$ cat config.mk
export PLATFORM = sky130hd
export DESIGN_NAME = hit_judge_flat
export DESIGN_NICKNAME = d
export VERILOG_FILES = /design/src/rtl/hit_judge_pkg.sv /design/src/rtl/hit_judge_if.sv /design/src/rtl/hit_judge_lane_debounce.sv /design/src/rtl/hit_judge.sv /design/src/flat_wrapper.sv
export SDC_FILE = /design/constraint.sdc
export NUM_CORES = 1
export LEC_CHECK = 0
export BUFFER_PORTS_ARGS = -buffer_cell sky130_fd_sc_hd__buf_2
export CAP_MARGIN = 20
export CORE_MARGIN = 4
export CORE_UTILIZATION = 40
export CTS_CLUSTER_DIAMETER = 200
export CTS_CLUSTER_SIZE = 16
export DETAILED_ROUTE_END_ITERATION = 8
export PLACE_DENSITY_LB_ADDON = 0.12
export SLEW_MARGIN = 20
export SYNTH_ARGS = -nofsm -noshare
export SYNTH_HDL_FRONTEND = slang
export SYNTH_SLANG_ARGS = --single-unit
$ cat constraint.sdc
create_clock -name CLOCK_24 -period 3.4 [get_ports CLOCK_24]
set_input_delay 0.34 -clock CLOCK_24 [delete_from_list [all_inputs] [get_ports CLOCK_24]]
set_output_delay 0.34 -clock CLOCK_24 [all_outputs]
set_load 0.02 [all_outputs]
$ cat src/rtl/hit_judge_pkg.sv
// Shared types and constants for the rhythm-game hit judge: FSM states, lane indices,
// score/combo widths and the combo-to-multiplier mapping.
package hit_judge_pkg;

   localparam int unsigned LANES      = 4;
   localparam int unsigned LANE_RED   = 0;
   localparam int unsigned LANE_GREEN = 1;
   localparam int unsigned LANE_BLUE  = 2;
   localparam int unsigned LANE_YEL   = 3;

   localparam int unsigned Y_W     = 8;
   localparam int unsigned CMP_W   = 9;
   localparam int unsigned SCORE_W = 16;
   localparam int unsigned COMBO_W = 8;

   localparam logic [SCORE_W-1:0] SCORE_MAX = 16'hFFFF;
   localparam logic [COMBO_W-1:0] COMBO_MAX = 8'hFF;

   typedef logic [LANES-1:0] lane_t;

   typedef enum logic [2:0] {
      ST_IDLE,
      ST_TRACK,
      ST_COLLECT,
      ST_RESOLVE,
      ST_COOLDOWN
   } state_t;

   // Shift amount applied to the base points, taken from the combo before it increments.
   function automatic logic [1:0] combo_mult(input logic [COMBO_W-1:0] combo);
      if (combo >= COMBO_W'(16))     return 2'd2;
      else if (combo >= COMBO_W'(8)) return 2'd1;
      else                           return 2'd0;
   endfunction

endpackage

$ cat src/rtl/hit_judge_if.sv
// Note/judgement bus between the note-pattern stage (master) and the hit judge (slave).
interface hit_judge_if;
   import hit_judge_pkg::*;

   logic                 note_valid;
   lane_t                lane_mask;
   logic [Y_W-1:0]       note_y;
   logic                 note_consume;
   logic                 hit_pulse;
   logic                 miss_pulse;
   logic [SCORE_W-1:0]   score;
   logic [COMBO_W-1:0]   combo;

   modport master (
      output note_valid, lane_mask, note_y,
      input  note_consume, hit_pulse, miss_pulse, score, combo
   );

   modport slave (
      input  note_valid, lane_mask, note_y,
      output note_consume, hit_pulse, miss_pulse, score, combo
   );

endinterface

$ cat src/rtl/hit_judge_lane_debounce.sv
// One lane of button conditioning: 2-flop synchroniser, stability counter, and a
// one-cycle press pulse on each accepted release-to-press transition.
module lane_debounce #(
   parameter int unsigned DEBOUNCE_CYC = 240000
) (
   input  logic clk,
   input  logic reset,
   input  logic raw,
   output logic press
);

   localparam int unsigned CNT_W = (DEBOUNCE_CYC > 1) ? $clog2(DEBOUNCE_CYC + 1) : 1;
   localparam logic [CNT_W-1:0] CNT_LAST = CNT_W'(DEBOUNCE_CYC - 1);

   logic [1:0]       sync;
   logic [CNT_W-1:0] cnt;
   logic             db;
   logic             db_d;

   // The counter only runs while the synchronised input disagrees with the accepted state.
   always_ff @(posedge clk) begin
      if (reset) begin
         sync  <= 2'b00;
         cnt   <= '0;
         db    <= 1'b0;
         db_d  <= 1'b0;
         press <= 1'b0;
      end else begin
         sync  <= {sync[0], raw};
         db_d  <= db;
         press <= db & ~db_d;
         if (sync[1] != db) begin
            if (cnt == CNT_LAST) begin
               db  <= sync[1];
               cnt <= '0;
            end else begin
               cnt <= cnt + CNT_W'(1);
            end
         end else begin
            cnt <= '0;
         end
      end
   end

endmodule

$ cat src/rtl/hit_judge.sv
// Judges debounced lane presses against the lowest falling note and keeps score and combo.
module hit_judge
   import hit_judge_pkg::*;
#(
   parameter int unsigned HIT_Y        = 200,
   parameter int unsigned HIT_WIN      = 8,
   parameter int unsigned DEBOUNCE_CYC = 240000,
   parameter int unsigned CHORD_CYC    = 120000,
   parameter int unsigned PTS_HIT      = 10
) (
   input  logic             CLOCK_24,
   input  logic             reset,
   input  lane_t            buttons,
   hit_judge_if.slave       bus
);

   localparam int unsigned WIN_LO = (HIT_Y >= HIT_WIN) ? (HIT_Y - HIT_WIN) : 0;
   localparam int unsigned WIN_HI = HIT_Y + HIT_WIN;
   localparam int unsigned TMR_W  = (CHORD_CYC > 1) ? $clog2(CHORD_CYC + 1) : 1;
   localparam logic [TMR_W-1:0] TMR_LAST = TMR_W'(CHORD_CYC - 1);
   localparam logic [CMP_W-1:0] LO9 = CMP_W'(WIN_LO);
   localparam logic [CMP_W-1:0] HI9 = CMP_W'(WIN_HI);

   lane_t press;

   for (genvar i = 0; i < LANES; i++) begin : g_lane
      lane_debounce #(.DEBOUNCE_CYC(DEBOUNCE_CYC)) u_db (
         .clk   (CLOCK_24),
         .reset (reset),
         .raw   (buttons[i]),
         .press (press[i])
      );
   end

   state_t             state, state_n;
   lane_t              acc, acc_n;
   logic [TMR_W-1:0]   timer, timer_n;
   logic [SCORE_W-1:0] score_q, score_n;
   logic [COMBO_W-1:0] combo_q, combo_n;
   logic               consume_q, consume_n;
   logic               hit_q, hit_n;
   logic               miss_q, miss_n;
   logic               judge, judge_hit;

   logic [CMP_W-1:0]   y9;
   logic               late, below, in_win;
   logic [SCORE_W:0]   add_pts, sum_pts;

   assign y9     = CMP_W'(bus.note_y);
   assign late   = y9 > HI9;
   assign below  = y9 < LO9;
   assign in_win = bus.note_valid & ~late & ~below;

   assign add_pts = (SCORE_W+1)'(PTS_HIT) << combo_mult(combo_q);
   assign sum_pts = {1'b0, score_q} + add_pts;

   always_ff @(posedge CLOCK_24) begin
      if (reset) begin
         state     <= ST_IDLE;
         acc       <= '0;
         timer     <= '0;
         score_q   <= '0;
         combo_q   <= '0;
         consume_q <= 1'b0;
         hit_q     <= 1'b0;
         miss_q    <= 1'b0;
      end else begin
         state     <= state_n;
         acc       <= acc_n;
         timer     <= timer_n;
         score_q   <= score_n;
         combo_q   <= combo_n;
         consume_q <= consume_n;
         hit_q     <= hit_n;
         miss_q    <= miss_n;
      end
   end

   // Judgement is decided on the edge into RESOLVE so pulses and score land during RESOLVE.
   always_comb begin
      state_n   = state;
      acc_n     = acc;
      timer_n   = timer;
      score_n   = score_q;
      combo_n   = combo_q;
      consume_n = 1'b0;
      hit_n     = 1'b0;
      miss_n    = 1'b0;
      judge     = 1'b0;
      judge_hit = 1'b0;

      unique case (state)
         ST_IDLE: begin
            if (bus.note_valid) state_n = ST_TRACK;
         end
         ST_TRACK: begin
            if (!bus.note_valid) begin
               state_n = ST_IDLE;
            end else if (late) begin
               state_n = ST_RESOLVE;
               judge   = 1'b1;
            end else if (|press) begin
               state_n = ST_COLLECT;
               acc_n   = press;
               timer_n = TMR_LAST;
            end
         end
         ST_COLLECT: begin
            if (!bus.note_valid) begin
               state_n = ST_IDLE;
               acc_n   = '0;
            end else if (timer == '0) begin
               state_n   = ST_RESOLVE;
               judge     = 1'b1;
               judge_hit = in_win && ((acc | press) == bus.lane_mask);
               acc_n     = '0;
            end else begin
               acc_n   = acc | press;
               timer_n = timer - TMR_W'(1);
            end
         end
         ST_RESOLVE: begin
            state_n = ST_COOLDOWN;
         end
         ST_COOLDOWN: begin
            if (!bus.note_valid || below) state_n = ST_IDLE;
         end
         default: begin
            state_n = ST_IDLE;
         end
      endcase

      if (judge) begin
         consume_n = 1'b1;
         if (judge_hit) begin
            hit_n   = 1'b1;
            score_n = sum_pts[SCORE_W] ? SCORE_MAX : sum_pts[SCORE_W-1:0];
            combo_n = (combo_q == COMBO_MAX) ? COMBO_MAX : combo_q + COMBO_W'(1);
         end else begin
            miss_n  = 1'b1;
            combo_n = '0;
         end
      end
   end

   assign bus.note_consume = consume_q;
   assign bus.hit_pulse    = hit_q;
   assign bus.miss_pulse   = miss_q;
   assign bus.score        = score_q;
   assign bus.combo        = combo_q;

endmodule

$ cat src/flat_wrapper.sv
// flat-port wrapper written by rule: the top's interface ports become plain ports
module hit_judge_flat import hit_judge_pkg::*;
#(
   parameter int unsigned HIT_Y        = 200,
   parameter int unsigned HIT_WIN      = 8,
   parameter int unsigned DEBOUNCE_CYC = 240000,
   parameter int unsigned CHORD_CYC    = 120000,
   parameter int unsigned PTS_HIT      = 10
)
  (CLOCK_24, reset, buttons, bus_note_valid, bus_lane_mask, bus_note_y, bus_note_consume, bus_hit_pulse, bus_miss_pulse, bus_score, bus_combo);
  hit_judge_if bus_i ();
  input  logic CLOCK_24;
  input  logic reset;
  input  lane_t buttons;
  input wire logic [$bits(bus_i.note_valid)-1:0] bus_note_valid;
  input wire logic [$bits(bus_i.lane_mask)-1:0] bus_lane_mask;
  input wire logic [$bits(bus_i.note_y)-1:0] bus_note_y;
  output wire logic [$bits(bus_i.note_consume)-1:0] bus_note_consume;
  output wire logic [$bits(bus_i.hit_pulse)-1:0] bus_hit_pulse;
  output wire logic [$bits(bus_i.miss_pulse)-1:0] bus_miss_pulse;
  output wire logic [$bits(bus_i.score)-1:0] bus_score;
  output wire logic [$bits(bus_i.combo)-1:0] bus_combo;
  assign bus_i.note_valid = bus_note_valid;
  assign bus_i.lane_mask = bus_lane_mask;
  assign bus_i.note_y = bus_note_y;
  assign bus_note_consume = bus_i.note_consume;
  assign bus_hit_pulse = bus_i.hit_pulse;
  assign bus_miss_pulse = bus_i.miss_pulse;
  assign bus_score = bus_i.score;
  assign bus_combo = bus_i.combo;
  hit_judge #(.HIT_Y(HIT_Y), .HIT_WIN(HIT_WIN), .DEBOUNCE_CYC(DEBOUNCE_CYC), .CHORD_CYC(CHORD_CYC), .PTS_HIT(PTS_HIT)) u_core (.CLOCK_24(CLOCK_24), .reset(reset), .buttons(buttons), .bus(bus_i));
endmodule
# Word level (Yosys, flattened, before mapping)
# Index checks and enable logic that the tools add are counted.
# Widths: inputs -> output; s select.
[word_totals]
word_cells = 137
reg_bits = 143
output_inout_bits = 27
[classes]
n_lt_le_gt_ge = 4
muxes = 36
bitwise_logic = 18
n_shift = 1
eq_ne = 23
reduce_logical = 20
addsub = 7
[ops]
columns = ["operator", "count"]
rows = [
  ["$mux 17", 5],
  ["$add 18x1->18 const B", 4],
  ["$eq 18x18->1 const B", 4],
  ["$pmux 17 s2", 1],
  ["$mux 3", 7],
  ["$mux 4", 5],
  ["$add 16x17->17", 1],
  ["$logic_not 17->1", 1],
  ["$shl 4x2->17 const A", 1],
  ["$sub 17x1->17 const B", 1],
  ["$mux 16", 1],
  ["$mux 8", 2],
  ["$pmux 3 s5", 1],
  ["$reduce_or 3->1", 4],
  ["$mux 1", 11],
  ["$not 1->1", 11],
  ["$ne 2x2->1 const B", 5],
  ["$reduce_and 2->1", 5],
  ["$add 8x1->8 const B", 1],
  ["$eq 8x8->1 const B", 1],
  ["$ge 8x4->1 const B", 1],
  ["$ge 8x5->1 const B", 1],
  ["$gt 8x8->1 const B", 1],
  ["$lt 8x8->1 const B", 1],
  ["22 further kinds", 33],
]

# Longest topological paths before layout
# Gate-level depths: netlist of run 1.
[logic_depth]
depth_word = 9
ltp_mapped = 10
mapped_depth_nobuf = 10

# Modules after synthesis
# From an unflattened synthesis of run 1, not the netlist that was laid out.
[unflattened]
cells_unflattened = 808
area_unflattened_um2 = 7064.3
[modules_own_cells]
columns = ["mod", "seq_area_each_um2", "area_each_um2", "cells_per_inst", "instances"]
rows = [
  ["hit_judge", 1021.0, 3158.0, 382, 1],
  ["lane_debounce at u_core.g_lane[0].u_db ...", 460.4, 973.4, 106, 3],
  ["lane_debounce at u_core.g_lane[3].u_db", 460.4, 985.9, 108, 1],
]

# Least setup slack after synthesis of run 1
# OpenSTA, ideal clock, no wires.
[synth_path]
path_kind = "flip-flop to flip-flop"
start = "register u_core.combo_q[5] (netlist: u_core.bus.combo[5])"
end = "register u_core.score_q[13] (netlist: u_core.bus.score[13])"
t_arrival_ps = 2465
path_buffers = 1
stages_incl_launch_ff = 10
setup_slack_ps = 849
setup_time_ps = 86
t_required_ps = 3314
cell_sequence = "dfxtp_1 nor4_1 nand2_1 ha_1 o211ai_1 o21ba_2 nor3_1 clkbuf_1 o21ai_0 a211oi_1"
[synth_via]
elab_chain_len = 6
elab_cells_between_ends = 7
classes_between = "add/sub (1); order compare (2); shift (1); mux (3)"
[synth_rtl]
columns = ["element", "line", "rtl"]
rows = [
  ["start: declaration", "hit_judge.sv:39", "logic [COMBO_W-1:0] combo_q, combo_n;"],
  ["start signal: assignment", "hit_judge.sv:72", "combo_q <= combo_n;"],
  ["$ge 8x4->1", "hit_judge_pkg.sv:32", "else if (combo >= COMBO_W'(8)) return 2'd1;"],
  ["$mux 1", "hit_judge_pkg.sv:32", ""],
  ["$mux 2 *", "hit_judge_pkg.sv:31", "if (combo >= COMBO_W'(16)) return 2'd2;"],
  ["$shl 4x2->17 *", "hit_judge.sv:54", "assign add_pts = (SCORE_W+1)'(PTS_HIT) << combo_mult(combo_q);"],
  ["$add 16x17->17 *", "hit_judge.sv:55", "assign sum_pts = {1'b0, score_q} + add_pts;"],
  ["$mux 16 *", "hit_judge.sv:137", "score_n = sum_pts[SCORE_W] ? SCORE_MAX : sum_pts[SCORE_W-1:0];"],
  ["end signal: assignment", "hit_judge.sv:71", "score_q <= score_n;"],
  ["end: declaration", "hit_judge.sv:38", "logic [SCORE_W-1:0] score_q, score_n;"],
]
# Every way passes the cells marked *; elsewhere a longest branch is shown, timed or not.
# A chain may end at the register's enable or synchronous reset.

# Worst setup path in the final report of run 1
[layout_path]
start = "register u_core.combo_q[5] (netlist: u_core.bus.combo[5])"
end = "register u_core.score_q[15] (netlist: u_core.bus.score[15])"
# The elaborated chain is that of the path after synthesis.

==> impl_metrics.json, run 1 <==
{
  "fin_area_sq_um": 7818,
  "grt_max_degree": 27,
  "cts_max_level": 4,
  "grt_use_total_pct": 16.32,
  "crit_slowest_cell": "nor4_1",
  "cts-root-buf": "clkbuf_16",
  "gp_congestion": 0.8556,
  "die_h_um": 137.9,
  "overflow": 0,
  "holdPathStages": 2,
  "critPathLaunchType": "flop",
  "max_cap_viol_count": 0,
  "relSlewSlack_pct": 40.51,
  "critical_path.endpoint_type": "flop",
  "drcViolationCount": 0,
  "vdd_drop_max_mv": 0.3738,
  "yosysSeqAreaShare_pct": 42.40,
  "antenna_found_initial": 0,
  "final_cell_mix": "143 x dfxtp_1, 116 x nor2_1, 45 x buf_2, 41 x nand2_1, 38 x xnor2_1",
  "port_buffers": 45,
  "wl_met2_mm": 6.922,
  "cts_tree": "yes",
  "syn_area_sq_um": 6751,
  "rr_worst_depth": 10,
  "synth_fp_nets": 789,
  "min_path_type": "primary input to flop",
  "synthToLayoutAreaGrowth_pct": 15.79,
  "synth_ff_type": "dfxtp_1",
  "fin_nets": 838,
  "path_delay_family": "simple AND/OR/NAND/NOR gates",
  "detailed_place_hpwl_mm": 10.33,
  "worstHoldStart": "buttons[2]",
  "crit_path_frequent_cell": "nor4_1",
  "rows": 47,
  "fin_crit_ns": 2.774,
  "syn_avg_cell_area_sq_um": 8.931,
  "initial_core_util_pct": 40.71,
  "skew_ns": 0.007423,
  "wire_per_inst_um": 14.01,
  "clock.fmax_mhz": 360.5,
  "finalHoldViolCount": 0,
  "crit_required_ns": 3.70,
  "post-route-util_pct": 47.14,
  "synth_seq_cells": 143,
  "chipWidth_um": 137.9,
  "syn_inst": 756,
  "clock_sinks": 143,
  "r2r_start": "u_core.bus.combo[5]$_SDFFE_PP0P_",
  "final_common_cell": "dfxtp_1",
  "first_global_vias": 5330,
  "clock_path_buffers": 2,
  "slew_viol_final": 0,
  "crit_chain": "nor4_1 -> inv_1 -> nor2_1 -> ha_1 -> fa_1 -> a21o_1 -> a31oi_1 -> nor4_1 -> nor4bb_1 -> nor3_1",
  "path_max_fanout": 8,
  "via_per_inst": 5.349,
  "met3WireLength_um": 550,
  "timing_worst_setup_path_type": "flop to flop",
  "ant_nets": 0,
  "drt_iter0_markers": 377,
  "firstDrtPassIters": 4,
  "top_layer": "met4",
  "status": "finished clean",
  "synth_cell_types": 67,
  "cts_buffers": 17,
  "num_vias": 5547,
  "wl_met1_mm": 6.808,
  "worstMarginPinSlew_ns": 0.8904,
  "pin_count": 46,
  "postCtsResizedCells": 0,
  "dieArea_sq_um": 19020,
  "drive_gt1_share_pct": 13.22,
  "r2r_setup_slack_ns": 0.63,
  "setup_viol": 0,
  "core_sq_um": 16580,
  "crit_cells": 10,
  "grt_setup_unrepaired": "no",
  "async_flop_share_pct": 0,
  "worst_setup_path_startpoint": "u_core.bus.combo[5]$_SDFFE_PP0P_",
  "grt_pass1_wl_mm": 25.17,
  "powerDensity_nw_per_um2": 527.9,
  "clock_latency_ns": 0.41,
  "cp_slowest_stage_delay_ns": 0.51,
  "diodes": 0,
  "power.leakage_nw": 2.794,
  "synth-edff-count": 0,
  "synth_warnings": 0,
  "worstPathArrival_ns": 3.07,
  "finalCritPeriodShare_pct": 81.59,
  "cts.clk_slew.worst_paths_ns": 0.06,
  "postPlaceCellArea_sq_um": 7206,
  "post-cts-setup-buffers": 0,
  "fin_setup_tns_ns": 0,
  "cts-hold-fix-buffers": 0,
  "cp_num_buf_inv": 1,
  "wirelength_mm": 14.52
}
==> where the power goes <==
group	internal [W]	switching [W]
registers	0.00171	0.0000451
logic	0.000170	0.000270
clock network	0.00124	0.000691
==> routing by layer <==
metal / GRT usage [%] / vias to the layer above
li1: - / 2813
met1: 20.98 / 2628
met2: 26.27 / 88
met3: 4.390 / 18
met4: 6.147 / 0
met5: 0 / -
==> state kept, by name (all words and copies together), names as in the netlist <==
register	count
u_core.g_lane.u_db.cnt	72
u_core.bus.miss_pulse	1
u_core.bus.hit_pulse	1
u_core.g_lane.u_db.press	4
u_core.g_lane.u_db.db	4
u_core.bus.note_consume	1
u_core.timer	17
u_core.bus.score	16
u_core.acc	4
u_core.g_lane.u_db.db_d	4
u_core.g_lane.u_db.sync	8
u_core.state	3
u_core.bus.combo	8
==> cell usage after synthesis, drive strengths merged (11+ instances only) <==
cell | count | share of area [%]
nor3 | 32 | 2.4
a21oi | 21 | 1.6
a31oi | 14 | 1.3
clkbuf | 15 | 0.83
nor4 | 16 | 2.5
o21ai | 13 | 1.0
xnor2 | 38 | 4.9
nor2b | 25 | 2.3
nand4 | 19 | 2.0
o31ai | 12 | 1.3
nand2 | 41 | 2.3
nor2 | 117 | 6.5
nand3 | 31 | 2.3
inv | 19 | 1.1
xor2 | 34 | 4.4
or4 | 13 | 1.5
dfxtp | 143 | 42
nand2b | 11 | 1.0
ha | 13 | 2.4
==> logic make-up after synthesis <==
| kind of cell | count (synthesis) | share of synthesized area, % |
|---|---|---|
| simple gates | 366 | 30.08 |
| flops | 143 | 42.40 |
| compound gates | 112 | 11.84 |
| xor+xnor | 72 | 9.340 |
| buf+inv | 41 | 2.520 |
| fa+ha+maj | 14 | 2.706 |
| mux | 7 | 1.056 |
| other cells | 1 | 0.05554 |
==> per-stage QoR <==
step / hold slack [ns] / worst slack [ns] / cells / total power, W
after floorplan: 0.3674 / 0.8490 / 756 / 0.002121
after global placement: 0.3773 / 0.7907 / 1006 / 0.002217
after detailed placement: 0.3727 / 0.6499 / 1006 / 0.002225
after CTS: 0.1179 / 0.6504 / 1037 / 0.004170
after global routing: 0.1322 / 0.2867 / 1037 / 0.004313
final: 0.1383 / 0.6260 / 1037 / 0.004127
==> layout make-up <==
class / count / area, sq um
fill: 1620 / 8766
timing repair buffer: 52 / 277.8
inverter: 19 / 71.32
multi-input combinational: 572 / 3719
sequential: 143 / 2863
clock inverter: 11 / 165.2
clock buffer: 20 / 446.7
tap: 220 / 275.3
==> path summary, 6_finish.rpt <==
| check | to |
|---|---|
| worst max-delay path | u_core.bus.score[15]$_SDFFE_PP0P_ |
| worst min-delay path | u_core.g_lane[2].u_db.sync[0]$_SDFF_PP0_ |
| worst max register to register | u_core.bus.score[15]$_SDFFE_PP0P_ |
| worst min register to register | u_core.g_lane[0].u_db.press$_SDFF_PP0_ |
(Power assumes the default switching activity.)
==> inputs of run 2 (changes only) <==
==> constraint.sdc (replaced) <==
create_clock -name CLOCK_24 -period 2.7 [get_ports CLOCK_24]
set_input_delay 0.27 -clock CLOCK_24 [delete_from_list [all_inputs] [get_ports CLOCK_24]]
set_output_delay 0.27 -clock CLOCK_24 [all_outputs]
set_load 0.02 [all_outputs]
==> run 2 against run 1 <==
Non-clock buffer count is 7 higher. Die area is the same. Register-to-register slack worse by 0.43 ns. Via count rose by 0.11%.
==> impl_metrics.json, run 2 (synthesis results as in run 1) <==
{
  "skew_ns": 0.007929,
  "chipWidth_um": 137.9,
  "relSlewSlack_pct": 49.03,
  "worstMarginPinSlew_ns": 0.7575,
  "status": "finished clean",
  "fin_area_sq_um": 7949,
  "holdPathStages": 2,
  "timing_worst_setup_path_type": "flop to flop",
  "ant_nets": 0,
  "dieArea_sq_um": 19020,
  "r2r_start": "u_core.bus.combo[4]$_SDFFE_PP0P_",
  "die_h_um": 137.9,
  "post-route-util_pct": 47.93,
  "slew_viol_final": 0,
  "drcViolationCount": 0,
  "cts_max_level": 4,
  "wirelength_mm": 14.73,
  "max_cap_viol_count": 0,
  "final_cell_mix": "143 x dfxtp_1, 116 x nor2_1, 45 x buf_2, 41 x nand2_1, 38 x xnor2_1",
  "num_vias": 5553,
  "critical_path.endpoint_type": "flop",
  "pin_count": 46,
  "fin_setup_tns_ns": 0,
  "powerDensity_nw_per_um2": 674.2,
  "first_global_vias": 5284,
  "largest_reg_flops": 72,
  "initial_core_util_pct": 40.71,
  "post-cts-setup-buffers": 0,
  "grt_setup_unrepaired": "no",
  "finalHoldViolCount": 0,
  "postCtsResizedCells": 0,
  "path_max_fanout": 9,
  "grt_max_degree": 65,
  "clock_sinks": 143,
  "fillerInstances": 1639,
  "cts-hold-fix-buffers": 0,
  "core_sq_um": 16580,
  "rr_worst_depth": 10,
  "vdd_drop_max_mv": 0.4955,
  "power.leakage_nw": 2.854,
  "via_per_inst": 5.314,
  "synthToLayoutAreaGrowth_pct": 17.74,
  "clock_latency_ns": 0.42,
  "finalCritPeriodShare_pct": 92.70,
  "port_buffers": 45,
  "clock.fmax_mhz": 399.5,
  "final_common_cell": "dfxtp_1",
  "postPlaceCellArea_sq_um": 7271,
  "antenna_found_initial": 0,
  "drt_iter0_markers": 290,
  "setup_viol": 0,
  "worstHoldStart": "buttons[2]",
  "grt_use_total_pct": 16.23,
  "wire_per_inst_um": 14.10,
  "r2r_setup_slack_ns": 0.20,
  "grt_pass1_wl_mm": 25.00,
  "cts_tree": "yes",
  "critPathLaunchType": "flop",
  "clock_path_buffers": 2,
  "fin_crit_ns": 2.503,
  "cts-root-buf": "clkbuf_16",
  "overflow": 0,
  "cts.clk_slew.worst_paths_ns": 0.06,
  "firstDrtPassIters": 4,
  "rows": 47,
  "crit_required_ns": 2.99,
  "worstPathArrival_ns": 2.79,
  "min_path_type": "primary input to flop",
  "power.total_w": 0.005359,
  "fin_nets": 845,
  "diodes": 0,
  "gp_congestion": 0.8533,
  "detailed_place_hpwl_mm": 10.28,
  "min_to": "u_core.g_lane[2].u_db.sync[0]$_SDFF_PP0_",
  "top_register": "u_core.g_lane.u_db.cnt",
  "cts_buffers": 17,
  "r2r-end": "u_core.bus.score[15]$_SDFFE_PP0P_",
  "drive_gt1_share_pct": 14.30
}
## run 2: cell types whose count changed in the layout (fill, tap and decap cells not counted)
cell	before	now
clkinv_2	4	2
nor4_4	4	5
nor4_2	1	2
nor4_1	11	9
clkinv_4	2	0
buf_4	7	13
bufinv_16	4	5
clkinvlp_4	1	3
buf_12	0	1
clkbuf_8	1	3
## run 2: through the flow
step                worst slack [ns]  instances  hold slack (ns)
global placement              0.1851       1013           0.3745
CTS                          0.08046       1045          0.04134
detailed placement            0.1251       1013           0.3733
finish                        0.1970       1045          0.06214
floorplan                     0.1490        756           0.3674
global route                0.003842       1045          0.05468
## run 2: worst max-delay path, cell delays in order, from the launching register on
cell,delay [ns]
dfxtp_1,0.36
nor4_4,0.33
nand2_1,0.12
inv_1,0.13
ha_1,0.28
a211oi_1,0.29
o21ba_2,0.22
nor3_1,0.07
buf_4,0.18
nor4bb_1,0.33
nor3_1,0.08
## run 2: power breakdown
part	total [W]	internal (W)	switching, W
Clock	0.00259	0.00171	0.000883
Combinational	0.000553	0.000218	0.000335
Sequential	0.00221	0.00216	0.0000571
Total	0.00536	0.00408	0.00128
## run 2: worst max-delay path by stage
stage                                                 from                           endpoint  slack (ns)  cells past startpoint
after floorplan           u_core.bus.combo[5]$_SDFFE_PP0P_  u_core.bus.score[13]$_SDFFE_PP0P_        0.15                      9
after global placement    u_core.bus.combo[4]$_SDFFE_PP0P_  u_core.bus.score[15]$_SDFFE_PP0P_        0.19                      9
after detailed placement  u_core.bus.combo[4]$_SDFFE_PP0P_  u_core.bus.score[13]$_SDFFE_PP0P_        0.13                      9
after CTS                 u_core.bus.combo[4]$_SDFFE_PP0P_  u_core.bus.score[15]$_SDFFE_PP0P_        0.08                     10
after global routing      u_core.bus.combo[4]$_SDFFE_PP0P_  u_core.bus.score[13]$_SDFFE_PP0P_       0.004                     11
final                     u_core.bus.combo[4]$_SDFFE_PP0P_  u_core.bus.score[15]$_SDFFE_PP0P_        0.20                     10
## run 2: layer usage
layer,vias to the layer above,global-route usage [%],share of wire (%)
li1,2838,-,-
met1,2623,21.09,48
met2,70,26.25,47
met3,22,4.644,3.3
met4,0,4.885,1.3
met5,-,0,0
## run 2: cell type report
type / instances / area [sq um] / share of cell area, %
Multi-Input combinational cell: 572 / 3740 / 47.05
Sequential cell: 143 / 2863 / 36.01
Clock buffer: 22 / 474.2 / 5.966
Timing Repair Buffer: 59 / 342.8 / 4.313
Tap cell: 220 / 275.3 / 3.463
Clock inverter: 10 / 182.7 / 2.298
Inverter: 19 / 71.32 / 0.8972
